**config.mk**
```make
export PLATFORM = sky130hd
export DESIGN_NAME = csa_seq_add_ctrl
export DESIGN_NICKNAME = d
export VERILOG_FILES = /design/src/rtl/csa_pkg.sv /design/src/rtl/csa_seq_add_ctrl_slice4.sv /design/src/rtl/csa_seq_add_ctrl.sv
export SDC_FILE = /design/constraint.sdc
export NUM_CORES = 1
export LEC_CHECK = 0
export ABC_CLOCK_PERIOD_IN_PS = 3600
export CAP_MARGIN = 10
export CORE_ASPECT_RATIO = 1.1
export CORE_MARGIN = 8
export CORE_UTILIZATION = 46
export CTS_CLUSTER_SIZE = 16
export DETAILED_ROUTE_END_ITERATION = 16
export GPL_ROUTABILITY_DRIVEN = 0
export PLACE_DENSITY_LB_ADDON = 0.3
export SKIP_CTS_REPAIR_TIMING = 1
export SYNTH_ARGS = -nofsm -noshare
export SYNTH_HDL_FRONTEND = slang
export SYNTH_SLANG_ARGS = --single-unit
```
**constraint.sdc**
```tcl
create_clock -name clk -period 3.6 [get_ports clk]
set_clock_uncertainty 0.15 [all_clocks]
set_input_delay 0.9 -clock clk [delete_from_list [all_inputs] [get_ports clk]]
set_output_delay 0.9 -clock clk [all_outputs]
set_load 0.01 [all_outputs]
```
**src/rtl/csa_pkg.sv**
```systemverilog
// Shared types and sizing helpers for the nibble-serial carry-skip adder.
// Holds the FSM state enum, the slice width and width helper functions.
package csa_pkg;

  typedef enum logic [1:0] {
    IDLE,
    RUN,
    DONE
  } state_e;

  localparam int SLICE_W = 4;

  function automatic int nslice(input int width);
    return width / SLICE_W;
  endfunction

  function automatic int cnt_w(input int n);
    return $clog2(n + 1);
  endfunction

endpackage

```
**src/rtl/csa_seq_add_ctrl_slice4.sv**
```systemverilog
// 4-bit carry-skip adder slice, purely combinational.
// Ports: a4/b4/ci in; y4 sum, co carry-out, skip when all propagates set.
module csa_slice4
  import csa_pkg::*;
(
  input  logic [SLICE_W-1:0] a4,
  input  logic [SLICE_W-1:0] b4,
  input  logic               ci,
  output logic [SLICE_W-1:0] y4,
  output logic               co,
  output logic               skip
);

  logic [SLICE_W-1:0] g;
  logic [SLICE_W-1:0] p;
  logic [SLICE_W:0]   c;

  assign g = a4 & b4;
  assign p = a4 ^ b4;

  always_comb begin
    c = '0;
    c[0] = ci;
    for (int i = 0; i < SLICE_W; i++) begin
      c[i+1] = g[i] | (p[i] & c[i]);
    end
  end

  assign y4   = p ^ c[SLICE_W-1:0];
  assign skip = &p;
  // With every bit propagating, the ripple carry equals ci anyway;
  // the bypass just shortens the path.
  assign co   = skip ? ci : c[SLICE_W];

endmodule

```
**src/rtl/csa_seq_add_ctrl.sv**
```systemverilog
// Adds two WIDTH-bit operands one nibble per cycle through a shared slice.
// Ports: in_valid/in_ready/a/b/cin in, out_valid/out_ready/sum/cout/skip_cnt out.
module csa_seq_add_ctrl
  import csa_pkg::*;
#(
  parameter int WIDTH  = 32,
  parameter int NSLICE = WIDTH / SLICE_W
) (
  input  logic                      clk,
  input  logic                      rst,
  input  logic                      in_valid,
  output logic                      in_ready,
  input  logic [WIDTH-1:0]          a,
  input  logic [WIDTH-1:0]          b,
  input  logic                      cin,
  output logic                      out_valid,
  input  logic                      out_ready,
  output logic [WIDTH-1:0]          sum,
  output logic                      cout,
  output logic [cnt_w(NSLICE)-1:0]  skip_cnt,
  output logic                      busy
);

  localparam int CW = cnt_w(NSLICE);
  localparam int IW = $clog2(NSLICE);
  localparam logic [IW-1:0] LAST = IW'(NSLICE - 1);

  state_e             state_q, state_d;
  logic [IW-1:0]      idx_q, idx_d;
  logic               carry_q, carry_d;
  logic [WIDTH-1:0]   a_q, a_d;
  logic [WIDTH-1:0]   b_q, b_d;
  logic [WIDTH-1:0]   sum_q, sum_d;
  logic               cout_q, cout_d;
  logic [CW-1:0]      skip_q, skip_d;

  logic [IW+1:0]      lo;
  logic [SLICE_W-1:0] s_a;
  logic [SLICE_W-1:0] s_b;
  logic [SLICE_W-1:0] s_y;
  logic               s_co;
  logic               s_skip;

  assign lo  = {idx_q, 2'b00};
  assign s_a = a_q[lo +: SLICE_W];
  assign s_b = b_q[lo +: SLICE_W];

  csa_slice4 u_slice (
    .a4   (s_a),
    .b4   (s_b),
    .ci   (carry_q),
    .y4   (s_y),
    .co   (s_co),
    .skip (s_skip)
  );

  always_comb begin
    state_d = state_q;
    idx_d   = idx_q;
    carry_d = carry_q;
    a_d     = a_q;
    b_d     = b_q;
    sum_d   = sum_q;
    cout_d  = cout_q;
    skip_d  = skip_q;
    unique case (state_q)
      IDLE: begin
        if (in_valid) begin
          a_d     = a;
          b_d     = b;
          carry_d = cin;
          sum_d   = '0;
          cout_d  = 1'b0;
          skip_d  = '0;
          idx_d   = '0;
          state_d = RUN;
        end
      end
      RUN: begin
        sum_d[lo +: SLICE_W] = s_y;
        carry_d = s_co;
        if (s_skip) begin
          skip_d = skip_q + CW'(1);
        end
        if (idx_q == LAST) begin
          cout_d  = s_co;
          state_d = DONE;
        end else begin
          idx_d = idx_q + IW'(1);
        end
      end
      DONE: begin
        if (out_ready) begin
          state_d = IDLE;
        end
      end
      default: state_d = IDLE;
    endcase
  end

  always_ff @(posedge clk) begin
    if (rst) begin
      state_q <= IDLE;
      idx_q   <= '0;
      carry_q <= 1'b0;
      a_q     <= '0;
      b_q     <= '0;
      sum_q   <= '0;
      cout_q  <= 1'b0;
      skip_q  <= '0;
    end else begin
      state_q <= state_d;
      idx_q   <= idx_d;
      carry_q <= carry_d;
      a_q     <= a_d;
      b_q     <= b_d;
      sum_q   <= sum_d;
      cout_q  <= cout_d;
      skip_q  <= skip_d;
    end
  end

  assign in_ready  = (state_q == IDLE);
  assign out_valid = (state_q == DONE);
  assign busy      = (state_q != IDLE);
  assign sum       = sum_q;
  assign cout      = cout_q;
  assign skip_cnt  = skip_q;

endmodule
```
# Word-level counts from Yosys, hierarchy flattened
# Index checks and enable logic that the tools add are counted.
[classes] shifts=4 add_sub_neg=3 bitwise_logic=11 eq_ne=8 n_reduce_logical=10 mux=19
[ops] op="case mux 32 bit (2 select lines)" count=1
[ops] op="indexed part select 32 x 6 -> 4 bit" count=2
[ops] op="bitwise mux 32 bit" count=1
[ops] op="2-to-1 mux 32 bit" count=1
[ops] op="variable shift 4 x 7 -> 32 bit (first input constant)" count=1
[ops] op="indexed part select 4 x 7 -> 32 bit" count=1
[ops] op="AND reduction 3 bit" count=4
[ops] op="2-to-1 mux 4 bit" count=2
[ops] op="case mux 4 bit (2 select lines)" count=1
[ops] op="bitwise XOR 4 bit" count=2
[ops] op="negator 5 -> 7 bit" count=1
[ops] op="2-to-1 mux 2 bit" count=3
[ops] op="2-to-1 mux 3 bit" count=2
[ops] op="inequality test 2 bit (second input constant)" count=3
[ops] op="case mux 2 bit (3 select lines)" count=1
[ops] op="case mux 3 bit (2 select lines)" count=1
[ops] op="adder 4 x 1 -> 4 bit (second input constant)" count=1
[ops] op="AND 1 bit" count=4
[ops] op="AND 4 bit" count=1
[ops] op="2-to-1 mux 1 bit" count=4
[ops] op="inequality test 2 x 1 -> 1 bit (second input constant)" count=2
[ops] op="bitwise OR 1 bit" count=4
[ops] op="case mux 1 bit (2 select lines)" count=2
[ops] op="AND reduction 2 bit" count=2
[ops] op="other kinds (7)" count=8
[word_totals] input_bits=69 output_inout_bits=40 wordCells=63 ff_bits=107

# Depth between registers and ports, before layout
# Gate-level depths: netlist of run 1.
[logic_depth] depth_word=13 ltp_mapped=14 ltp_nobuf=12

# Modules after synthesis
# From an unflattened synthesis of run 1, not the netlist that was laid out.
[hier_totals] cells_unflattened=526 hier_area_um2=4865.9
[by_module_without_submodules] mod="csa_seq_add_ctrl" seq_area_each_um2=2142.1 n_inst=1 area_per_inst_um2=4680.7 cells_per_inst=507
[by_module_without_submodules] mod="csa_slice4" seq_area_each_um2=0.0 n_inst=1 area_per_inst_um2=185.2 cells_per_inst=19

# Worst setup path after synthesis of run 1
# No wires, ideal clock.
[synth_path] kind="register to register" start="register idx_q[0]" end="register sum_q[19], in the netlist sum[19]" arrival_time_ns=3.128 setup_ns=0.072 period_less_slack_ns=3.350 setup_slack_ns=0.250 path_stages_with_launch=15 t_required_ns=3.378 path_buffers=2 cell_sequence="dfxtp_1 > buf_2 > buf_4 > mux4_2 > nand2_1 > nand2_1 > fa_1 > inv_1 > fa_1 > fa_1 > inv_1 > fa_1 > nor2b_1 > inv_1 > mux2i_1"
[synth_between] elab_chain_len=12 word_cells_on_any_way=16 classes_between="add/sub: 1; shift: 4; mux: 2; bitwise: 9"
[synth_rtl] element="start, declared" line_no="csa_seq_add_ctrl.sv:29" source="logic [IW-1:0] idx_q, idx_d;"
[synth_rtl] element="start signal, assigned" line_no="csa_seq_add_ctrl.sv:113" source="idx_q <= idx_d;"
[synth_rtl] element="indexed part select 32 x 6 -> 4 bit (on tied branches)" line_no="csa_seq_add_ctrl.sv:45, csa_seq_add_ctrl.sv:46"
[synth_rtl] element="bitwise XOR 4 bit" line_no="csa_seq_add_ctrl_slice4.sv:19" source="assign p = a4 ^ b4;"
[synth_rtl] element="AND 1 bit" line_no="csa_seq_add_ctrl_slice4.sv:25" source="c[i+1] = g[i] | (p[i] & c[i]);"
[synth_rtl] element="bitwise OR 1 bit" line_no="csa_seq_add_ctrl_slice4.sv:25"
[synth_rtl] element="AND 1 bit" line_no="csa_seq_add_ctrl_slice4.sv:25"
[synth_rtl] element="bitwise OR 1 bit" line_no="csa_seq_add_ctrl_slice4.sv:25"
[synth_rtl] element="AND 1 bit" line_no="csa_seq_add_ctrl_slice4.sv:25"
[synth_rtl] element="bitwise OR 1 bit" line_no="csa_seq_add_ctrl_slice4.sv:25"
[synth_rtl] element="bitwise XOR 4 bit" line_no="csa_seq_add_ctrl_slice4.sv:29" source="assign y4 = p ^ c[SLICE_W-1:0];"
[synth_rtl] element="indexed part select 4 x 7 -> 32 bit" line_no="csa_seq_add_ctrl.sv:80" source="sum_d[lo +: SLICE_W] = s_y;"
[synth_rtl] element="bitwise mux 32 bit *" line_no="csa_seq_add_ctrl.sv:80"
[synth_rtl] element="case mux 32 bit (2 select lines) *" line_no="csa_seq_add_ctrl.sv:66" source="unique case (state_q)"
[synth_rtl] element="end signal, assigned" line_no="csa_seq_add_ctrl.sv:117" source="sum_q <= sum_d;"
[synth_rtl] element="end, declared" line_no="csa_seq_add_ctrl.sv:33" source="logic [WIDTH-1:0] sum_q, sum_d;"
# Every way passes the cells marked *; elsewhere a longest branch is shown, timed or not.
# A chain may end at the register's enable or synchronous reset.

# Final worst setup path of run 1
[layout_path] start="register idx_q[0]" end="register sum_q[3], in the netlist sum[3]"
# Same word-level chain as after synthesis.

==> results of run 1 <==
## cell usage after synthesis (2+ instances only)
library cell / count / area share (%)
nor4bb_1: 2 / 0.41
and2_1: 6 / 0.77
or4_1: 2 / 0.31
o211ai_1: 11 / 1.7
buf_6: 2 / 0.46
nor2_1: 2 / 0.15
nand4_1: 5 / 0.64
dfxtp_1: 107 / 44
a22o_1: 16 / 2.9
a311oi_4: 2 / 1.1
fa_1: 4 / 1.6
mux4_2: 16 / 7.4
a311oi_2: 2 / 0.62
inv_1: 10 / 0.77
nand3b_1: 5 / 0.77
nand2b_1: 3 / 0.39
a21oi_1: 81 / 8.3
mux2_1: 4 / 0.93
nor3_1: 2 / 0.21
o31ai_1: 3 / 0.46
mux2i_1: 5 / 1.0
or3b_2: 2 / 0.36
buf_4: 2 / 0.31
nor3b_1: 6 / 0.93
nand4b_1: 7 / 1.3
buf_1: 2 / 0.15
clkbuf_1: 18 / 1.4
ha_1: 12 / 3.1
nand3_1: 4 / 0.41
nand2_1: 155 / 12
nor2b_1: 3 / 0.39
buf_2: 17 / 1.8
or3_1: 2 / 0.26
## critical path: cells and delay by family, from the launching register on
| family | cells | cell delay, ns |
|---|---|---|
| mux | 2 | 0.65 |
| flops | 1 | 0.44 |
| buf+inv | 3 | 0.23 |
| fa+ha+maj | 4 | 1.27 |
| simple gates | 3 | 0.52 |
## kinds of logic (layout without fill, tap and decap cells)
kind of cell	after synthesis	after routing	synth area share [%]
buffers and inverters	52	147	4.920
and+or+nand+nor	214	214	21.25
DFF	107	107	44.10
adders and majority gates	16	16	4.740
AOI/OAI and AO/OA	118	118	15.61
muxes	25	25	9.377
## per-stage QoR
| step | total power, uW | utilization [%] | std cells | setup WS (ns) |
|---|---|---|---|---|
| 3_3_place_gp | 1664 | 58.24 | 754 | 0.2162 |
| 3_5_place_dp | 1677 | 58.24 | 754 | 0.1215 |
| 5_1_grt | 2689 | 61.02 | 770 | 0.04212 |
| 4_1_cts | 2604 | 61.01 | 770 | 0.1089 |
| 2_1_floorplan | 1529 | - | 532 | 0.2502 |
| 6_report | 2590 | 61.02 | 770 | 0.2568 |
## how the worst min path moves through the flow
stage	cells past startpoint	slack [ns]	start	end
floorplan	2	0.28	a_q[10]$_SDFFE_PP0P_	a_q[10]$_SDFFE_PP0P_
global placement	2	0.29	b_q[10]$_SDFFE_PP0P_	b_q[10]$_SDFFE_PP0P_
detailed placement	2	0.29	b_q[15]$_SDFFE_PP0P_	b_q[15]$_SDFFE_PP0P_
CTS	2	0.30	b_q[15]$_SDFFE_PP0P_	b_q[15]$_SDFFE_PP0P_
global route	2	0.32	b_q[24]$_SDFFE_PP0P_	b_q[24]$_SDFFE_PP0P_
finish	2	0.30	b_q[15]$_SDFFE_PP0P_	b_q[15]$_SDFFE_PP0P_
## flip-flops by register name, indices dropped and copies added (netlist names)
signal / cells
idx_q: 3
sum: 32
skip_cnt: 4
b_q: 32
a_q: 32
state_q: 2
carry_q: 1
cout: 1
## routing by layer
layer | vias up | share of wire [%] | global-route usage [%] | routed length (um)
li1 | 2024 | - | - | -
met1 | 1889 | 43 | 19.92 | 5129
met2 | 126 | 49 | 28.86 | 5876
met3 | 16 | 5.7 | 4.559 | 683
met4 | 0 | 1.9 | 6.411 | 228
met5 | - | 0 | 0 | 0
## cell type report
type | instances | area share (%)
Timing Repair Buffer | 120 | 18.71
Tap cell | 143 | 2.834
Sequential cell | 107 | 33.95
Inverter | 11 | 0.6541
Clock inverter | 6 | 0.7532
Multi-Input combinational cell | 373 | 39.31
Clock buffer | 10 | 3.786
## report_power, final
| part | internal, uW | total (uW) | switching [uW] |
|---|---|---|---|
| clock | 494 | 942 | 448 |
| sequential | 1230 | 1270 | 32.7 |
| combinational | 187 | 381 | 194 |
==> parameters.txt, run 1 <==
Parameter                              Value

Route
  Total via count in the routed design ... roughly 4100
  Post-detailed-route via-to-cell ratio ... 5.266
  Count of routing violations after the opening detailed-route iteration ... 198
  Number of detailed-route iterations in the first pass ... 4
  DRC Markers ... 0
  Remaining antenna violation count after routing ... 0
  Wire length after detailed routing ... ~12 mm
  Detail-routed net length per standard cell ... 15.48 um

Timing
  Number of max-slew violations in the final report ... 0
  Maximum clock frequency ... 0.2991 GHz
  Total count of hold-check failures in the final report ... 0
  Final setup fails ... 0
  Final worst path period share ... 92.87%
  RSZ-0062 raised after global routing ... false
  Total negative setup slack ... 0 ns
  Final hold slack ... 0.3023 ns
  Headroom to the max-slew limit ... between 40 and 50%
  Slew of the pin with the lowest slew margin ... around 0.8 ns
  Post-layout min period ... 3.343 ns

Setup path
  Startpoint-to-endpoint class of the critical path ... flip-flop to flip-flop
  Longest individual stage delay on the worst path ... 0.52 ns
  Worst reg2reg setup slack ... 0.26 ns
  Worst EP arrival ... approximately 3.5 ns
  Critical path capture point type ... flip-flop
  Cell type of the slowest stage on the worst timing path ... mux4_2
  Count of cells along the worst register-to-register path ... 12
  Most frequent cell on the critical path ... fa_1
  CP Launch Type ... flip-flop
  Critical-path cell list ... mux4_2 > nand2_1 > nand2_1 > fa_1 > inv_1 > fa_1 > fa_1 > inv_1 > fa_1 > nor2b_1 > inv_1 > mux2i_1
  Data required, critical path ... 3.73 ns
  Largest fanout on the critical path ... 8
  Critical Path Sink ... sum[3]$_SDFFE_PP0P_
  Reg-to-reg critical path endpoint ... sum[3]$_SDFFE_PP0P_
  Worst reg2reg path startpoint ... idx_q[0]$_SDFFE_PP0P_
  Launching element of the worst setup path ... idx_q[0]$_SDFFE_PP0P_

Floorplanning
  Core Footprint ... just over 10000 um^2
  I/O pin total ... 109
  Full die area ... 14110 um^2
  Die span in y ... 123.8 um
  Horizontal die dimension ... 114.0 um
  Initial Util ... 46.95%
  Num rows ... 39

Clocking
  Number of levels the H-tree was split into ... 3
  Clock tree from TritonCTS ... yes
  Clk pin slew, worst setup/hold paths ... about 0.070 ns
  Cell chosen for the clock root ... clkbuf_16
  Buffer depth of the longest clock path ... 2
  TritonCTS sink count ... 107
  Num CTS Buffers ... 9
  Worst-skew pair later-pin latency ... 0.35 ns

Pwr
  Static Leak ... 0.002319 uW
  PwrDens ... approximately 410 nW/um^2
  Worst vdd rail ir drop ... 0.0002786 V

Job
  Max capacitance violation total ... 0

Cells and area
  Combined area of the multi-input logic cells ... ~2500 um^2
  Number of antenna cells inserted ... 0
  Reg area ... 2143 um^2
  Most common library cell in the layout ignoring fill and taps ... nand2_1
  Most frequent cells in the layout ... nand2_1 (155), clkdlybuf4s50_1 (107), dfxtp_1 (106)
  Growth of design area from synthesis to finish ... 29.96%
  Final Cell Area ... 6312 um^2
  Share of cells above drive strength 1 ... 9.410%
  Fill cell instance count of the final layout ... ~940
  Final nets ... 707

Global routing
  Number of antenna violations at the first check in global routing ... 0
  Total routing usage reported by global routing ... 16.86%
  Via count of the first global-routing pass ... approximately 4000
  Total grt overflow ... 0
  First-pass GRT wire length ... 19.02 mm
  Pin count of the biggest net entering global routing ... 75

Yosys
  Number of warnings reported in the yosys synthesis log ... 0
  Most instantiated flip-flop cell in the synthesis netlist ... dfxtp_1
  Nets in the synthesized netlist ... 617
  Sequential element share of the synthesized area ... 44.10%
  Async SR Flop Fraction ... 0%
  Syn Std Cell Area ... 4857 um^2
  Number of library cell types mapped by synthesis ... 45
  Count of state elements after synthesis ... 107
  Mean area per synthesized cell ... approximately 9.1 um^2
  Cells after Synth ... 532
  Post-synth EDFFs ... 0

Placement
  DPL Wire Length ... 9.078 mm
  Cell area after placement ... around 6000 um^2
  IO buf count ... 108

Run status
  Run status ... finished, final reports clean

Worst hold path
  Worst hold path type ... flip-flop to flip-flop
(Power assumes the default switching activity.)
==> inputs of run 2 (changes only) <==
--- a/config.mk
+++ b/config.mk
@@ -13,7 +13,7 @@
 export CTS_CLUSTER_SIZE = 16
 export DETAILED_ROUTE_END_ITERATION = 16
 export GPL_ROUTABILITY_DRIVEN = 0
-export PLACE_DENSITY_LB_ADDON = 0.3
+export PLACE_DENSITY_LB_ADDON = 0.1
 export SKIP_CTS_REPAIR_TIMING = 1
 export SYNTH_ARGS = -nofsm -noshare
 export SYNTH_HDL_FRONTEND = slang
==> run 2 against run 1 <==
Compared with the run above:
- core utilization decreased by 0.085 points
- sequential share of layout area about the same
- critical path depth unchanged
- clock power decreased by 1%
- routed wire length decreased by 1.4%
- sequential cell count unchanged
- global-route usage decreased by 0.27 points
- worst setup slack got worse by 0.033 ns
- largest power group unchanged
==> parameters.txt, run 2 (synthesis results as in run 1) <==
Parameter                              Value

Floorplanning
  Initial Util ... 46.95% (unchanged)
  Core Footprint ... 10340 um^2 (unchanged)
  Horizontal die dimension ... 114.0 um (unchanged)
  Full die area ... 14110 um^2 (unchanged)
  Die span in y ... 123.8 um (unchanged)
  I/O pin total ... 109 (unchanged)
  Num rows ... 39 (unchanged)

Cells and area
  Share of cells above drive strength 1 ... 9.425% (+0.015 points)
  Final nets ... 707 (unchanged)
  Most frequent cells in the layout ... nand2_1 (155), clkdlybuf4s50_1 (107), dfxtp_1 (106)
  Final Cell Area ... 6304 um^2 (-0.14%)
  Number of antenna cells inserted ... 0 (unchanged)
  Growth of design area from synthesis to finish ... 29.78%
  Final core occ ... 60.93% (-0.085 points)
  Fill cell instance count of the final layout ... 924 (-1.6%)
  Most common library cell in the layout ignoring fill and taps ... nand2_1
  Reg area ... 2143 um^2 (unchanged)
  Combined area of the multi-input logic cells ... 2484 um^2 (+0.10%)

Setup path
  Critical-path cell list ... mux4_2 > nand2_1 > nand2_1 > fa_1 > inv_1 > fa_1 > fa_1 > inv_1 > fa_1 > nor2b_2 > inv_1 > mux2i_1
  Longest individual stage delay on the worst path ... 0.53 ns (about the same)
  Count of cells along the worst register-to-register path ... 12 (unchanged)
  Reg-to-reg critical path endpoint ... sum[19]$_SDFFE_PP0P_
  CP Launch Type ... flip-flop
  Most frequent cell on the critical path ... fa_1
  Critical Path Sink ... sum[19]$_SDFFE_PP0P_
  Worst reg2reg path startpoint ... idx_q[0]$_SDFFE_PP0P_
  Cell type of the slowest stage on the worst timing path ... mux4_2
  Critical path capture point type ... flip-flop
  Worst reg2reg setup slack ... 0.22 ns (-0.03 ns)
  Startpoint-to-endpoint class of the critical path ... flip-flop to flip-flop
  Largest fanout on the critical path ... 10 (+2)
  Data required, critical path ... 3.72 ns (about the same)
  Worst EP arrival ... 3.50 ns (+0.03 ns)
  Launching element of the worst setup path ... idx_q[0]$_SDFFE_PP0P_

Pwr
  PwrDens ... 408.7 nW/um^2 (-0.40%)
  Static Leak ... 0.002320 uW (about the same)
  Worst vdd rail ir drop ... 0.0002301 V (-17%)
  Total power after layout ... 2576 uW (-0.53%)

Placement
  DPL Wire Length ... 8.715 mm (-4.0%)
  Cell area after placement ... 6026 um^2 (about the same)
  IO buf count ... 108 (unchanged)

Global routing
  Total grt overflow ... 0 (unchanged)
  First-pass GRT wire length ... 19.00 mm (about the same)
  Via count of the first global-routing pass ... 3928 (-1.2%)
  Total routing usage reported by global routing ... 16.59% (-0.27 points)
  Pin count of the biggest net entering global routing ... 75 (unchanged)
  Number of antenna violations at the first check in global routing ... 0 (unchanged)

Timing
  Final hold slack ... 0.3054 ns (+0.003167 ns)
  Final setup fails ... 0 (unchanged)
  Headroom to the max-slew limit ... 52.68% (+5.8 points)
  Total count of hold-check failures in the final report ... 0 (unchanged)
  Post-layout min period ... 3.377 ns (+0.03333 ns)
  Number of max-slew violations in the final report ... 0 (unchanged)
  RSZ-0062 raised after global routing ... false
  Final worst path period share ... 93.79% (+0.93 points)
  Total negative setup slack ... 0 ns (unchanged)
  Slew of the pin with the lowest slew margin ... 0.7059 ns (-0.09039 ns)
  Maximum clock frequency ... 0.2962 GHz (-0.99%)

Job
  Max capacitance violation total ... 0 (unchanged)

Clocking
  Number of levels the H-tree was split into ... 3 (unchanged)
  TritonCTS sink count ... 107 (unchanged)
  Buffer depth of the longest clock path ... 2 (unchanged)
  Clk pin slew, worst setup/hold paths ... 0.08 ns (about the same)
  Num CTS Buffers ... 9 (unchanged)
  Clock tree from TritonCTS ... yes
  Cell chosen for the clock root ... clkbuf_16
  Worst-skew pair later-pin latency ... 0.34 ns (about the same)

Route
  Number of detailed-route iterations in the first pass ... 4 (unchanged)
  Post-detailed-route via-to-cell ratio ... 5.263 (about the same)
  Remaining antenna violation count after routing ... 0 (unchanged)
  DRC Markers ... 0 (unchanged)
  Total via count in the routed design ... 4047 (-0.20%)
  Wire length after detailed routing ... 11.75 mm (-1.4%)
  Count of routing violations after the opening detailed-route iteration ... 192 (-3.0%)
  Detail-routed net length per standard cell ... 15.28 um (-1.3%)

Run status
  Run status ... finished, final reports clean

Worst hold path
  Hold Path Origin ... a_q[20]$_SDFFE_PP0P_
  Worst hold path type ... flip-flop to flip-flop
==> run 2: changes by cell type in the layout (fill, tap and decap cells not counted), sizes merged <==
cell,delta
clkinvlp,-2
inv,+1
clkbuf,-1
clkinv,+1
==> run 2: power by group <==
part           total (uW)  internal (uW)  switching [uW]
sequential           1270           1230            31.8
clock                 930            476             454
combinational         381            187             194
total                2580           1900             680
==> run 2: worst min-delay path by stage <==
stage | endpoint | slack, ns | cells after the start
after floorplan | a_q[10]$_SDFFE_PP0P_ | 0.28 | 2
after global placement | a_q[3]$_SDFFE_PP0P_ | 0.29 | 2
after global routing | b_q[28]$_SDFFE_PP0P_ | 0.32 | 2
final | a_q[20]$_SDFFE_PP0P_ | 0.31 | 2
after detailed placement | b_q[9]$_SDFFE_PP0P_ | 0.30 | 2
after CTS | b_q[29]$_SDFFE_PP0P_ | 0.31 | 2
==> run 2: critical path: cells and delay by family (launching register included) <==
family	cells	cell delay (ns)
simple gates	3	0.45
flops	1	0.51
buf+inv	3	0.23
mux	2	0.68
fa+ha+maj	4	1.28
==> run 2: layout make-up <==
class / instances / share of cell area [%]
Clock buffer: 9 / 3.573
Clock inverter: 6 / 0.7940
Inverter: 11 / 0.6550
Multi-Input combinational cell: 373 / 39.40
Sequential cell: 107 / 34.00
Tap cell: 143 / 2.838
Timing Repair Buffer: 120 / 18.74
==> run 2: routing by layer <==
metal  up-vias  wire, um  GRT usage, %
li1       2026         -             -
met1      1918      4977         19.56
met2        94      5979         29.26
met3         9       685         4.607
met4         0       106         4.246
met5         -         0             0
==> run 2: per-stage QoR <==
step                      instances  setup slack, ns
final                           769           0.2235
after global routing            769          0.01336
after CTS                       769          0.05622
after detailed placement        754           0.1630
after global placement          754           0.2379
after floorplan                 532           0.2502
==> inputs of run 3 (changes only) <==
--- a/config.mk
+++ b/config.mk
@@ -8,7 +8,7 @@
 export ABC_CLOCK_PERIOD_IN_PS = 3600
 export CAP_MARGIN = 10
 export CORE_ASPECT_RATIO = 1.1
-export CORE_MARGIN = 8
+export CORE_MARGIN = 2
 export CORE_UTILIZATION = 46
 export CTS_CLUSTER_SIZE = 16
 export DETAILED_ROUTE_END_ITERATION = 16
==> run 3 against run 2 <==
Compared with the run above:
- clock power increased by 9%
- sequential share of layout area fell by 0.12 points
- non-clock buffer count grew 1
- via count barely moved
- cell count grew 0.26%
- sequential cell count is the same
- register-to-register slack better by 0.08 ns
- first-iteration DRC count decreased by 19%
- critical path type unchanged
==> parameters.txt, run 3 (synthesis results as in run 1) <==
Parameter                              Value

Worst hold path
  Capture endpoint of the worst hold path ... a_q[27]$_SDFFE_PP0P_
  Worst hold path type ... flip-flop to flip-flop
  Worst hold path stage count ... 2 (unchanged)
  Hold Path Origin ... a_q[27]$_SDFFE_PP0P_

Pwr
  Switching pwr ... 679.0 uW (-0.10%)
  PwrDens ... 418.5 nW/um^2 (+2.4%)
  Static Leak ... 0.002336 uW (+0.69%)
  Cell internal power dissipation ... 1972 uW (+4.0%)
  Relative contribution of sequential cells to total power ... 47.8% (-1.3 points)
  Worst vdd rail ir drop ... 0.0002488 V (+8.1%)
  Combinational Power Share ... 14.3% (-0.5 points)
  Switching Fraction ... 25.62% (-0.77 points)
  Clock network fraction of total power ... 38.0% (+1.9 points)

Global routing
  First-pass GRT wire length ... 18.59 mm (-2.2%)
  Number of antenna violations at the first check in global routing ... 0 (unchanged)
  Total grt overflow ... 0 (unchanged)
  Pin count of the biggest net entering global routing ... 45 (-40%)
  Total routing usage reported by global routing ... 20.20% (+3.6 points)
  Via count of the first global-routing pass ... 3989 (+1.6%)

Route
  DRC Markers ... 0 (unchanged)
  Total via count in the routed design ... 4046 (-0.025%)
  Number of detailed-route iterations in the first pass ... 4 (unchanged)
  Wire length after detailed routing ... 11.13 mm (-5.3%)
  Remaining antenna violation count after routing ... 0 (unchanged)
  Detail-routed net length per standard cell ... 14.44 um (-5.5%)
  Post-detailed-route via-to-cell ratio ... 5.248 (-0.28%)
  Count of routing violations after the opening detailed-route iteration ... 156 (-19%)

Setup path
  Data required, critical path ... 3.72 ns (about the same)
  Worst reg2reg setup slack ... 0.30 ns (+0.08 ns)
  Count of cells along the worst register-to-register path ... 12 (unchanged)
  Critical path capture point type ... flip-flop
  Worst EP arrival ... 3.42 ns (-0.08 ns)
  CP Launch Type ... flip-flop
  Worst reg2reg path startpoint ... idx_q[0]$_SDFFE_PP0P_
  Startpoint-to-endpoint class of the critical path ... flip-flop to flip-flop
  Reg-to-reg critical path endpoint ... sum[3]$_SDFFE_PP0P_
  Largest fanout on the critical path ... 10 (unchanged)

Timing
  Maximum clock frequency ... 0.3030 GHz (+2.3%)
  RSZ-0062 raised after global routing ... false
  Headroom to the max-slew limit ... 51.90% (-0.78 points)
  Total negative setup slack ... 0 ns (unchanged)
  Final worst path period share ... 91.66% (-2.1 points)
  Total count of hold-check failures in the final report ... 0 (unchanged)
  Slew of the pin with the lowest slew margin ... 0.7176 ns (+0.01169 ns)
  Final setup fails ... 0 (unchanged)
  Number of max-slew violations in the final report ... 0 (unchanged)
  Post-layout min period ... 3.300 ns (-0.07665 ns)

Run status
  Run status ... finished, final reports clean

Floorplanning
  Die span in y ... 111.8 um (-9.7%)
  Horizontal die dimension ... 102.0 um (-11%)
  Num rows ... 39 (unchanged)
  Core Footprint ... 10340 um^2 (unchanged)
  I/O pin total ... 109 (unchanged)
  Initial Util ... 46.95% (unchanged)
  Full die area ... 11400 um^2 (-19%)

Cells and area
  Number of antenna cells inserted ... 0 (unchanged)
  Growth of design area from synthesis to finish ... 30.40%
  Share of cells above drive strength 1 ... 9.713% (+0.29 points)
  Final nets ... 708 (+0.14%)
  Most common library cell in the layout ignoring fill and taps ... nand2_1
  Most frequent cells in the layout ... nand2_1 (155), clkdlybuf4s50_1 (107), dfxtp_1 (106)
  Final core occ ... 61.22% (+0.29 points)

Clocking
  Worst-skew pair later-pin latency ... 0.34 ns (about the same)
  Num CTS Buffers ... 9 (unchanged)
  TritonCTS sink count ... 107 (unchanged)
  Cell chosen for the clock root ... clkbuf_16
  Clk pin slew, worst setup/hold paths ... 0.07 ns (about the same)
  Number of levels the H-tree was split into ... 3 (unchanged)
  Clock tree from TritonCTS ... yes
  Buffer depth of the longest clock path ... 2 (unchanged)

Placement
  DPL Wire Length ... 8.219 mm (-5.7%)
  IO buf count ... 108 (unchanged)

Job
  Max capacitance violation total ... 0 (unchanged)
-- run 3: cell types whose count changed in the layout (fill, tap and decap cells not counted), sizes merged --
cell | before | now
buf | 13 | 14
clkinv | 3 | 2
bufinv | 0 | 1
inv | 13 | 14
-- run 3: through the flow --
stage / setup WS (ns) / cell area (um^2) / cells / power [uW] / hold WS (ns)
global route: 0.09014 / 6334 / 771 / 2760 / 0.3260
finish: 0.3001 / 6334 / 771 / 2651 / 0.3064
detailed placement: 0.1577 / 6021 / 755 / 1673 / 0.2988
global placement: 0.2314 / 6021 / 755 / 1665 / 0.2905
floorplan: 0.2502 / 4857 / 532 / 1529 / 0.2831
CTS: 0.09977 / 6329 / 771 / 2678 / 0.3092
-- run 3: how the worst max path moves through the flow --
stage                                from                    to  slack [ns]  cells past startpoint
floorplan           idx_q[0]$_SDFFE_PP0P_  sum[19]$_SDFFE_PP0P_        0.25                     14
global placement    idx_q[0]$_SDFFE_PP0P_  sum[19]$_SDFFE_PP0P_        0.23                     12
detailed placement  idx_q[0]$_SDFFE_PP0P_  sum[19]$_SDFFE_PP0P_        0.16                     12
CTS                 idx_q[0]$_SDFFE_PP0P_   sum[3]$_SDFFE_PP0P_         0.1                     12
global route        idx_q[0]$_SDFFE_PP0P_   sum[3]$_SDFFE_PP0P_        0.09                     12
finish              idx_q[0]$_SDFFE_PP0P_   sum[3]$_SDFFE_PP0P_        0.30                     12
-- run 3: power groups by stage --
stage | Sequential, uW | Clock [uW] | Combinational, uW
final | 1270 | 1010 | 378
after global routing | 1270 | 1070 | 418
after detailed placement | 1290 | 0 | 379
after floorplan | 1280 | 0 | 249
after CTS | 1270 | 1030 | 381
after global placement | 1290 | 0 | 374
-- run 3: critical path, stage by stage, from the launching register on --
cell and delay [ns]:
dfxtp_4 0.46, mux4_2 0.52, nand2_1 0.09, nand2_1 0.10, fa_1 0.40, inv_1 0.08, fa_1 0.19, fa_1 0.17
inv_1 0.05, fa_1 0.53, nor2b_2 0.27, inv_1 0.09, mux2i_1 0.13
-- run 3: layout make-up --
| cell class | instances | area (um^2) |
|---|---|---|
| clock buffer | 9 | 225.2 |
| inverter | 11 | 41.29 |
| multi-input combinational | 373 | 2484 |
| fill | 931 | 4011 |
| timing repair buffer | 121 | 1176 |
| sequential | 107 | 2146 |
| clock inverter | 7 | 82.58 |
| tap | 143 | 178.9 |
-- run 3: per-layer routing --
metal / track usage [%] / vias to the layer above / part of all wire [%]
met2: 35.31 / 107 / 51
met1: 25.63 / 1901 / 43
met3: 3.139 / 15 / 4.3
met4: 5.689 / 0 / 1.4
met5: 0 / - / 0
li1: - / 2023 / -
